$ cat config.mk
export PLATFORM = sky130hd
export DESIGN_NAME = bht_predictor_flat
export DESIGN_NICKNAME = d
export VERILOG_FILES = /design/src/rtl/bht_if.sv /design/src/rtl/bht_predictor.sv /design/src/flat_wrapper.sv
export SDC_FILE = /design/constraint.sdc
export NUM_CORES = 1
export LEC_CHECK = 0
export CAP_MARGIN = 0
export CORE_ASPECT_RATIO = 1.5
export CORE_MARGIN = 1
export CORE_UTILIZATION = 35
export DETAILED_ROUTE_END_ITERATION = 8
export DONT_BUFFER_PORTS = 1
export GPL_TIMING_DRIVEN = 0
export SYNTH_ARGS = -nofsm -noshare
export SYNTH_HDL_FRONTEND = slang
export SYNTH_SLANG_ARGS = --single-unit
$ cat constraint.sdc
create_clock -name clk -period 2.1 [get_ports clk]
set_input_delay 0.42 -clock clk [delete_from_list [all_inputs] [get_ports clk]]
set_output_delay 0.42 -clock clk [all_outputs]
set_load 0.005 [all_outputs]
$ cat src/rtl/bht_if.sv
// Branch history table port bundle: lookup request/response, training update and flush.
// The fetch/execute side uses the master modport; the predictor uses the slave modport.
interface bht_if #(
   parameter int unsigned PC_W = 32
) ();

   logic            flush;
   logic            lookup_valid;
   logic [PC_W-1:0] lookup_pc;
   logic            predict_valid;
   logic            predict_taken;
   logic            update_valid;
   logic [PC_W-1:0] update_pc;
   logic            update_taken;

   modport master (
      output flush,
      output lookup_valid,
      output lookup_pc,
      output update_valid,
      output update_pc,
      output update_taken,
      input  predict_valid,
      input  predict_taken
   );

   modport slave (
      input  flush,
      input  lookup_valid,
      input  lookup_pc,
      input  update_valid,
      input  update_pc,
      input  update_taken,
      output predict_valid,
      output predict_taken
   );

endinterface

$ cat src/rtl/bht_predictor.sv
// Branch history table: 2^IDX_W saturating counters indexed by pc[IDX_W+1:2].
// Lookup returns a registered prediction (counter MSB) one cycle later; update trains one
// counter per cycle; flush reloads every counter with INIT and wins over a same-cycle update.
// Optional feature macro BHT_BYPASS_EN: forward a same-cycle update/flush into the prediction.
module bht_predictor #(
   parameter int unsigned CNT_W = 2,
   parameter int unsigned IDX_W = 4,
   parameter int unsigned PC_W  = 32,
   parameter int unsigned INIT  = (1 << CNT_W) - 1
) (
   input logic   clk,
   input logic   reset_n,
   bht_if.slave  bus
);

   localparam int unsigned      DEPTH    = 1 << IDX_W;
   localparam logic [CNT_W-1:0] CNT_MAX  = '1;
   localparam logic [CNT_W-1:0] CNT_ZERO = '0;
   localparam logic [CNT_W-1:0] CNT_ONE  = CNT_W'(1);
   localparam logic [CNT_W-1:0] CNT_INIT = CNT_W'(INIT);

   logic [CNT_W-1:0] r_table [DEPTH];
   logic             r_pred_valid;
   logic             r_pred_taken;

   logic [IDX_W-1:0] w_lk_idx;
   logic [IDX_W-1:0] w_up_idx;
   logic [CNT_W-1:0] w_up_cur;
   logic [CNT_W-1:0] w_up_next;
   logic [CNT_W-1:0] w_lk_cnt;
   logic             w_unused_pc_bits;

   assign w_lk_idx = bus.lookup_pc[IDX_W+1:2];
   assign w_up_idx = bus.update_pc[IDX_W+1:2];

   // Bits outside the index are ignored on purpose; aliasing is accepted.
   if (PC_W > IDX_W + 2) begin : g_pc_hi
      assign w_unused_pc_bits = ^{bus.lookup_pc[PC_W-1:IDX_W+2], bus.update_pc[PC_W-1:IDX_W+2],
                                  bus.lookup_pc[1:0], bus.update_pc[1:0]};
   end else begin : g_pc_no_hi
      assign w_unused_pc_bits = ^{bus.lookup_pc[1:0], bus.update_pc[1:0]};
   end

   // Saturating next value of the counter addressed by the update port.
   always_comb begin
      w_up_cur  = r_table[w_up_idx];
      w_up_next = w_up_cur;
      if (bus.update_taken) begin
         if (w_up_cur != CNT_MAX) w_up_next = w_up_cur + CNT_ONE;
      end else begin
         if (w_up_cur != CNT_ZERO) w_up_next = w_up_cur - CNT_ONE;
      end
   end

   // Counter array: reset/flush reload INIT, otherwise train one entry.
   always_ff @(posedge clk or negedge reset_n) begin
      if (!reset_n) begin
         for (int i = 0; i < int'(DEPTH); i++) r_table[i] <= CNT_INIT;
      end else if (bus.flush) begin
         for (int i = 0; i < int'(DEPTH); i++) r_table[i] <= CNT_INIT;
      end else if (bus.update_valid) begin
         r_table[w_up_idx] <= w_up_next;
      end
   end

   // Counter value seen by the lookup port, optionally forwarding this edge's write.
   always_comb begin
      w_lk_cnt = r_table[w_lk_idx];
`ifdef BHT_BYPASS_EN
      if (bus.flush) begin
         w_lk_cnt = CNT_INIT;
      end else if (bus.update_valid && (w_up_idx == w_lk_idx)) begin
         w_lk_cnt = w_up_next;
      end
`else
      w_lk_cnt = r_table[w_lk_idx];
`endif
   end

   // Registered prediction; predict_taken holds while no lookup is presented.
   always_ff @(posedge clk or negedge reset_n) begin
      if (!reset_n) begin
         r_pred_valid <= 1'b0;
         r_pred_taken <= 1'b0;
      end else begin
         r_pred_valid <= bus.lookup_valid;
         if (bus.lookup_valid) r_pred_taken <= w_lk_cnt[CNT_W-1];
      end
   end

   assign bus.predict_valid = r_pred_valid;
   assign bus.predict_taken = r_pred_taken;

endmodule

$ cat src/flat_wrapper.sv
// flat-port wrapper written by rule: the top's interface ports become plain ports
module bht_predictor_flat 
#(
   parameter int unsigned CNT_W = 2,
   parameter int unsigned IDX_W = 4,
   parameter int unsigned PC_W  = 32,
   parameter int unsigned INIT  = (1 << CNT_W) - 1
)
  (clk, reset_n, bus_flush, bus_lookup_valid, bus_lookup_pc, bus_update_valid, bus_update_pc, bus_update_taken, bus_predict_valid, bus_predict_taken);
  bht_if #(.PC_W(PC_W)) bus_i ();
  input logic clk;
  input logic reset_n;
  input wire logic [$bits(bus_i.flush)-1:0] bus_flush;
  input wire logic [$bits(bus_i.lookup_valid)-1:0] bus_lookup_valid;
  input wire logic [$bits(bus_i.lookup_pc)-1:0] bus_lookup_pc;
  input wire logic [$bits(bus_i.update_valid)-1:0] bus_update_valid;
  input wire logic [$bits(bus_i.update_pc)-1:0] bus_update_pc;
  input wire logic [$bits(bus_i.update_taken)-1:0] bus_update_taken;
  output wire logic [$bits(bus_i.predict_valid)-1:0] bus_predict_valid;
  output wire logic [$bits(bus_i.predict_taken)-1:0] bus_predict_taken;
  assign bus_i.flush = bus_flush;
  assign bus_i.lookup_valid = bus_lookup_valid;
  assign bus_i.lookup_pc = bus_lookup_pc;
  assign bus_i.update_valid = bus_update_valid;
  assign bus_i.update_pc = bus_update_pc;
  assign bus_i.update_taken = bus_update_taken;
  assign bus_predict_valid = bus_i.predict_valid;
  assign bus_predict_taken = bus_i.predict_taken;
  bht_predictor #(.CNT_W(CNT_W), .IDX_W(IDX_W), .PC_W(PC_W), .INIT(INIT)) u_core (.clk(clk), .reset_n(reset_n), .bus(bus_i));
endmodule
==> After elaboration in Yosys (flattened, before gate mapping) <==
Cells that the tools add are included.
{ "op_classes": {"n_reduce_logical": 3, "magnitude_cmp": 3, "n_bitwise": 2, "n_eq_ne": 1, "muxes": 14, "add_sub_neg": 2} }
{ "ops": {"columns": ["cell", "n"], "rows": [
  ["32-bit two-way mux", 2],
  ["32-bit bitwise mux", 1],
  ["2-bit binary-select mux with 4-bit select", 2],
  ["2-bit two-way mux", 8],
  ["5-bit greater-or-equal comparator, second input constant", 2],
  ["4-bit NOT with 5-bit output", 2],
  ["2-bit demux with 4-bit select", 1],
  ["5-bit by 1-bit < comparator with 1-bit output, second input constant", 1],
  ["2-bit nonzero test", 2],
  ["2-bit by 1-bit adder with 2-bit output, second input constant", 1],
  ["2-bit inequality test, second input constant", 1],
  ["2-bit by 1-bit subtractor with 2-bit output, second input constant", 1],
  ["1-bit logical AND", 1]
]} }
{ "totals": {"input_bits": 70, "ff_bits": 34, "output_inout_bits": 2, "wordCells": 43} }

==> Depth between registers and ports, before layout <==
Gate-level depths: netlist (run 1).
{ "logic_depth": {"ltp_word": 10, "depth_mapped": 6} }

==> Worst setup path before layout (run 1) <==
OpenSTA, ideal clock, no wires.
{ "synth_path": {"path_type": "input to register", "startpoint": "input port bus_update_pc[3]", "endpoint": "register u_core.r_table[2] in the netlist's numbering", "setup_slack_ps": 167, "arrival_time_ps": 1860, "setup_ps": 73, "path_stages": 5, "path_cell_list": "buf_6 -> mux4_1 -> mux2_2 -> maj3_2 -> a21oi_1"} }
{ "synth_between": {"elab_chain_len": 10} }
{ "synth_lines": {"columns": ["item", "line_no", "source"], "rows": [
  ["start, declared", "flat_wrapper.sv:17", "input wire logic [$bits(bus_i.update_pc)-1:0] bus_update_pc;"],
  ["4-bit NOT with 5-bit output (implied by the code) *", "bht_predictor.sv:46, bht_predictor.sv:62", null],
  ["2-bit binary-select mux with 4-bit select", "bht_predictor.sv:46", "w_up_cur = r_table[w_up_idx];"],
  ["2-bit two-way mux (implied by the code) (2 in series)", "bht_predictor.sv:46", null],
  ["2-bit by 1-bit subtractor with 2-bit output, or another cell as far along", "bht_predictor.sv:51", "if (w_up_cur != CNT_ZERO) w_up_next = w_up_cur - CNT_ONE;"],
  ["2-bit two-way mux, on equally long branches", "bht_predictor.sv:51, bht_predictor.sv:49", null],
  ["2-bit two-way mux", "bht_predictor.sv:48", "if (bus.update_taken) begin"],
  ["32-bit bitwise mux *", "bht_predictor.sv:62", "r_table[w_up_idx] <= w_up_next;"],
  ["32-bit two-way mux *", "bht_predictor.sv:61", "end else if (bus.update_valid) begin"],
  ["32-bit two-way mux *", "bht_predictor.sv:59", "end else if (bus.flush) begin"],
  ["end signal, assigned by index", "bht_predictor.sv:62", null],
  ["end, declared", "bht_predictor.sv:22", "logic [CNT_W-1:0] r_table [DEPTH];"]
]} }
Every way passes the cells marked *; elsewhere a longest branch is shown, timed or not. The select of a mux whose other input is x is not followed.
A chain may end at the register's enable or synchronous reset.

==> Worst setup path after layout (run 1) <==
{ "layout_path": {"startpoint": "register u_core.r_table[26] in the netlist's numbering", "endpoint": "register u_core.r_table[30] in the netlist's numbering"} }
{ "layout_between": {"elab_chain_len": 9} }
{ "layout_lines": {"columns": ["item", "line_no"], "rows": [
  ["2-bit binary-select mux with 4-bit select *", "bht_predictor.sv:46"],
  ["2-bit two-way mux (implied by the code) * (2 in series)", "bht_predictor.sv:46"],
  ["2-bit by 1-bit subtractor with 2-bit output, or another cell as far along", "bht_predictor.sv:51"],
  ["2-bit two-way mux, on equally long branches", "bht_predictor.sv:51, bht_predictor.sv:49"],
  ["2-bit two-way mux *", "bht_predictor.sv:48"],
  ["32-bit bitwise mux *", "bht_predictor.sv:62"],
  ["32-bit two-way mux *", "bht_predictor.sv:61"],
  ["32-bit two-way mux *", "bht_predictor.sv:59"]
]} }
Marks and branches as above.

==> flow_summary.ini, run 1 <==
[global_route]
use_met3 = 0.04372
grt_util_met2 = 0.3307
top_usage_layer = met2
number_of_global_route_vias_before_repair = 1559
groute.usage.overall = 0.1861
first_pass_grt_wire_length_um = 7452
grt_start_max_net_pins = 35
globalRouteOverflowTotal = 0
grtUsageMet1 = 0.1901
antenna_found_initial = 0

[timing]
finalCriticalPeriod_ns = 1.995
skew_ns = 0.01014
period_share = 0.9500
slew_viol_final = 0
tightest_slew_ns = 0.5372
remaining_max_slew_budget_at_the_tightest_pin = 0.6419
finalHoldWorstSlack_ns = 0.1510
report.final.setup_viol = 0
timing.final.hold_violations = 0
grt_setup_unrepaired = no
timing.fmax_ghz = 0.5013

[final_layout]
drive_above_1_share = 0.3081
flow.area_growth_from_synthesis_pct = 10.92
fillers = 482
nets = 254
diodes = 0
finalNonFillerCells = 253

[floorplanning]
die_height_um = 92.01
fp-row-count = 32
initial_utilization = 0.3660
die_area_sq_um = 5706
die_w_um = 62.01
floorplan.io_pins = 72
core_outline_area_sq_um = 5165

[place]
hpwl_after_detailed_placement_um = 3470
dp.cells = 243
routabilityCongestion = 0.8393
buffer_ports.inserted = 0

[synthesis]
seq_area_frac_synth = 0.4712
netlist.top_cell.by_area = sky130_fd_sc_hd__dfstp_2
syn-num-nets = 245
async_reset_ff_frac = 1.000
summed_instance_area_of_the_synthesized_netlist_sq_um = 1891
synth.top_cells.by_area = sky130_fd_sc_hd__dfstp_2, sky130_fd_sc_hd__mux4_2, sky130_fd_sc_hd__a21oi_1
synthFlopType = sky130_fd_sc_hd__dfstp_2
yosys_register_bits = 34
synth_largest_type_area_fraction = 0.4447
synthesis.instances = 175
yosys_warnings = 0
syn_area_per_cell_sq_um = 10.80
yosys.cell_types.count = 22
synth_edf_count = 0

[clocking]
clock_tree.root_cell = sky130_fd_sc_hd__clkbuf_8
tritoncts.num_buffers = 5
cts.repair_timing.setup_buffer_count = 0
cts_sinks = 34
worstSkewPairLatency_ns = 0.29
cts.clk_slew.worst_paths_ns = 0.07
ctsHtreeMaxLevel = 2
tritoncts_clock_tree = done
max_clock_buf_depth = 2

[power_and_ir_drop]
power.total_mw = 1.285
power.density_nw_per_um2 = 612.9
static-leakage-power_nw = 0.6492
vdd.ir_drop.worst_mv = 0.2860

[worst_setup_path]
worstPathCellList = mux4_1 -> mux2_2 -> maj3_1 -> a21oi_1
cpMaxStageDelayCell = sky130_fd_sc_hd__mux4_1
worst_setup_path_start_kind = flip-flop
setup.worst_path.end_class = flip-flop
wp_data_required_ns = 2.31
max_incr_delay_on_cp_ns = 0.53
timing.critical_path.fanout_max = 8
worstSetupPathType = flip-flop to flip-flop
worstPathArrival_ns = 2.21

[detailed_routing]
post_drt_wl_per_cell_um = 18.51
drt_first_iter_violations = 51
vias_per_cell = 5.771
count_of_vias_placed_by_the_detailed_router = 1460
antenna_left = 0
wl_um = 4684
dr.pass1.iters = 4
drc_errors = 0

[worst_hold_path]
min-delay-path-class = input pin to flip-flop

[run]
max-cap-violations = 0

[run_status]
result_of_the_run = finished clean
## flip-flops by register name (all words and copies together), names as in the netlist
signal	count
u_core.r_table	32
u_core.bus.predict_taken	1
u_core.bus.predict_valid	1
## final cells by class
| class | instances | area, sq um | area share |
|---|---|---|---|
| Buffer | 10 | 45.04 | 0.02148 |
| Inverter | 1 | 3.754 | 0.001790 |
| Clock inverter | 1 | 5.005 | 0.002387 |
| Clock buffer | 7 | 86.33 | 0.04117 |
| Sequential cell | 34 | 890.9 | 0.4248 |
| Multi-Input combinational cell | 130 | 950.9 | 0.4535 |
| Timing Repair Buffer | 2 | 30.03 | 0.01432 |
| Tap cell | 68 | 85.08 | 0.04057 |
## worst paths after layout
kind | cells past startpoint | endpoint | slack (ns) | from
min in group asynchronous | 2 | u_core.bus.predict_valid | 0.58 | reset_n
min reg2reg | 2 | u_core.r_table[18] | 0.51 | u_core.r_table[18]
min | 0 | u_core.bus.predict_valid | 0.15 | bus_lookup_valid
max | 4 | u_core.r_table[30] | 0.11 | u_core.r_table[26]
max in group asynchronous | 2 | u_core.r_table[28] | 1.27 | reset_n
max reg2reg | 4 | u_core.r_table[30] | 0.11 | u_core.r_table[26]
## cells in the mapped netlist, types with 2 or more instances
| library cell | n |
|---|---|
| sky130_fd_sc_hd__o21bai_1 | 8 |
| sky130_fd_sc_hd__nand2b_1 | 2 |
| sky130_fd_sc_hd__dfstp_2 | 32 |
| sky130_fd_sc_hd__mux2_2 | 3 |
| sky130_fd_sc_hd__buf_1 | 4 |
| sky130_fd_sc_hd__nand3b_1 | 2 |
| sky130_fd_sc_hd__a21oi_1 | 32 |
| sky130_fd_sc_hd__maj3_1 | 3 |
| sky130_fd_sc_hd__or2_2 | 3 |
| sky130_fd_sc_hd__dfrtp_1 | 2 |
| sky130_fd_sc_hd__nor2_1 | 32 |
| sky130_fd_sc_hd__mux2i_1 | 4 |
| sky130_fd_sc_hd__nor3_1 | 24 |
| sky130_fd_sc_hd__mux4_1 | 5 |
| sky130_fd_sc_hd__mux4_2 | 8 |
| sky130_fd_sc_hd__clkbuf_1 | 5 |
## cells in the final DEF, fill, tap and decap left out, types with 2 or more instances in the layout
| cell | n |
|---|---|
| sky130_fd_sc_hd__nor2_1 | 32 |
| sky130_fd_sc_hd__a21oi_1 | 32 |
| sky130_fd_sc_hd__dfstp_2 | 32 |
| sky130_fd_sc_hd__nor3_1 | 24 |
| sky130_fd_sc_hd__mux4_2 | 8 |
| sky130_fd_sc_hd__o21bai_1 | 8 |
| sky130_fd_sc_hd__clkbuf_1 | 6 |
| sky130_fd_sc_hd__clkbuf_8 | 6 |
| sky130_fd_sc_hd__mux4_1 | 5 |
| sky130_fd_sc_hd__mux2i_1 | 4 |
| sky130_fd_sc_hd__buf_1 | 4 |
| sky130_fd_sc_hd__mux2_2 | 3 |
| sky130_fd_sc_hd__or2_2 | 3 |
| sky130_fd_sc_hd__maj3_1 | 3 |
| sky130_fd_sc_hd__nand2b_1 | 2 |
| sky130_fd_sc_hd__nand3b_1 | 2 |
| sky130_fd_sc_hd__dfrtp_1 | 2 |
## timing repair
action                                  4_1_cts  5_1_grt
endpoints found under the setup margin        0        0
endpoints found under the hold margin        34        0
hold buffers                                  2        0
resized for setup                             0        0
## kinds of logic (layout without fill, tap and decap cells)
logic type	count (synthesis)	in the layout	share of synthesized area
fa+ha+maj	4	4	0.02184
simple gates	66	66	0.1608
flops	34	34	0.4712
buf+inv	11	21	0.02581
mux	20	20	0.2038
compound gates	40	40	0.1165
## stage by stage
stage          setup TNS [ns]  setup slack (ns)  cell area (sq um)  utilization
6_report                    0            0.1051               2097       0.4060
5_1_grt                     0           0.03935               2097       0.4060
4_1_cts                     0           0.08606               2097       0.4060
3_5_place_dp          -0.6293           -0.1020               1976       0.3825
3_3_place_gp          -0.5105          -0.07134               1976       0.3825
2_1_floorplan               0            0.1667               1891            -
## critical path, delay by kind of cell (launching register included)
| family | cells | cell delay [ns] |
|---|---|---|
| muxes | 2 | 0.82 |
| adders and majority gates | 1 | 0.50 |
| DFF | 1 | 0.37 |
| AOI/OAI and AO/OA | 1 | 0.23 |
## power by group
part | internal [mW] | leakage, nW | switching, mW | total, mW
clock network | 0.264 | 0.0482 | 0.240 | 0.505
registers | 0.666 | 0.357 | 0.00283 | 0.669
logic | 0.0399 | 0.244 | 0.0716 | 0.111
## per-layer routing
layer	part of all wire	wire length, um
met3	0.040	188
met1	0.36	1702
met2	0.57	2654
met4	0.029	138
met5	0	0
(Power assumes the default switching activity.)
==> run 2: changes to the inputs <==
--- a/config.mk
+++ b/config.mk
@@ -9,6 +9,7 @@
 export CORE_ASPECT_RATIO = 1.5
 export CORE_MARGIN = 1
 export CORE_UTILIZATION = 35
+export CTS_BUF_LIST = sky130_fd_sc_hd__clkbuf_8
 export DETAILED_ROUTE_END_ITERATION = 8
 export DONT_BUFFER_PORTS = 1
 export GPL_TIMING_DRIVEN = 0
==> flow_summary.ini, run 2 (synthesized netlist as in run 1, its figures left out) <==
[run_status]
result_of_the_run = finished clean

[final_layout]
diodes = 0
finalNonFillerCells = 253
fin_util = 0.4060
largest_reg_flops = 32
nets = 254
drive_above_1_share = 0.3081
fillers = 482
flow.area_growth_from_synthesis_pct = 10.92
stdcell_area_sq_um = 2097
layout.cells.most_common_list = sky130_fd_sc_hd__nor2_1, sky130_fd_sc_hd__a21oi_1, sky130_fd_sc_hd__dfstp_2
register_with_the_most_flip_flops = u_core.r_table

[clocking]
cts.clk_slew.worst_paths_ns = 0.07
tritoncts_clock_tree = done
ctsHtreeMaxLevel = 2
max_clock_buf_depth = 2
cts_resized = 0
worstSkewPairLatency_ns = 0.29
tritoncts.num_buffers = 5
cts_sinks = 34
clock_tree.root_cell = sky130_fd_sc_hd__clkbuf_8

[worst_hold_path]
worstHoldEndpoint = u_core.bus.predict_valid
hold_path_depth = 0
worst_min_delay_path_startpoint = bus_lookup_valid
min-delay-path-class = input pin to flip-flop

[worst_setup_path]
setup.worst_path.end_class = flip-flop
worst_setup_path_startpoint = u_core.r_table[26]
worst_r2r_dst = u_core.r_table[30]
worstRegToRegCells = 4
worst_r2r_startpoint = u_core.r_table[26]
wp_data_required_ns = 2.31
worstSetupPathType = flip-flop to flip-flop
timing.critical_path.fanout_max = 8
worst_setup_path_start_kind = flip-flop
setup.reg_to_reg.worst_slack_ns = 0.11
worstPathArrival_ns = 2.21

[detailed_routing]
drc_errors = 0
wl_um = 4684
antenna_left = 0
vias_per_cell = 5.771
count_of_vias_placed_by_the_detailed_router = 1460
dr.pass1.iters = 4
drt_first_iter_violations = 51
post_drt_wl_per_cell_um = 18.51

[timing]
remaining_max_slew_budget_at_the_tightest_pin = 0.6419
tightest_slew_ns = 0.5372
grt_setup_unrepaired = no
period_share = 0.9500
skew_ns = 0.01014
report.final.setup_viol = 0
finalCriticalPeriod_ns = 1.995
timing.fmax_ghz = 0.5013
slew_viol_final = 0
fin_tns_setup_ns = 0
timing.final.hold_violations = 0

[floorplanning]
fp-row-count = 32
initial_utilization = 0.3660
floorplan.io_pins = 72
die_area_sq_um = 5706
core_outline_area_sq_um = 5165
die_w_um = 62.01
die_height_um = 92.01

[place]
dpl-instance-area_sq_um = 1976
dp.cells = 243
hpwl_after_detailed_placement_um = 3470
routabilityCongestion = 0.8393
buffer_ports.inserted = 0

[global_route]
grt_start_max_net_pins = 35
first_pass_grt_wire_length_um = 7452
groute.usage.overall = 0.1861
globalRouteOverflowTotal = 0
antenna_found_initial = 0
number_of_global_route_vias_before_repair = 1559

[run]
max-cap-violations = 0

[power_and_ir_drop]
vdd.ir_drop.worst_mv = 0.2861
static-leakage-power_nw = 0.6533
power.total_mw = 1.281
power.density_nw_per_um2 = 610.7
==> run 2: cell count changes in the layout (fill, tap and decap cells not counted), sizes merged <==
cell    delta
clkbuf     -1
inv        +1
==> run 2: what timing repair did <==
action,in CTS,in global routing
setup buffers,0,0
endpoints found under the hold margin,34,0
hold buffers,2,0
==> run 2: worst max-delay path by stage <==
stage / endpoint / cells past startpoint
floorplan: u_core.r_table[2] / 5
global placement: u_core.r_table[16] / 5
detailed placement: u_core.r_table[4] / 5
CTS: u_core.r_table[30] / 4
global route: u_core.r_table[28] / 4
finish: u_core.r_table[30] / 4
==> run 2: layout make-up <==
type	count	area, sq um	share of cell area
multi-input combinational	130	950.9	0.4535
sequential	34	890.9	0.4248
tap	68	85.08	0.04057
clock buffer	6	82.58	0.03938
buffer	10	45.04	0.02148
timing repair buffer	2	30.03	0.01432
clock inverter	2	8.758	0.004177
inverter	1	3.754	0.001790
==> run 2: metal layers <==
metal / vias up / GRT usage / share of wire
li1: 664 / - / -
met1: 745 / 0.1901 / 0.36
met2: 39 / 0.3307 / 0.57
met5: - / 0 / 0
met4: 0 / 0.09444 / 0.029
met3: 12 / 0.04372 / 0.040
==> run 2: worst max-delay path, cell delays in order, from the launching register on <==
cell and delay, ns:
sky130_fd_sc_hd__dfstp_2 0.37, sky130_fd_sc_hd__mux4_1 0.53, sky130_fd_sc_hd__mux2_2 0.29, sky130_fd_sc_hd__maj3_1 0.50
sky130_fd_sc_hd__a21oi_1 0.23
==> run 2: report_power, final <==
part / internal, mW / switching (mW) / leakage, nW
combinational: 0.0399 / 0.0716 / 0.244
clock: 0.260 / 0.241 / 0.0524
sequential: 0.666 / 0.00283 / 0.357
==> run 2: through the flow <==
| stage | worst slack (ns) | hold slack, ns |
|---|---|---|
| finish | 0.1051 | 0.1510 |
| global route | 0.03935 | 0.1371 |
| CTS | 0.08606 | 0.1451 |
| detailed placement | -0.1020 | 0.1259 |
| global placement | -0.07134 | 0.1258 |
| floorplan | 0.1667 | 0.1244 |
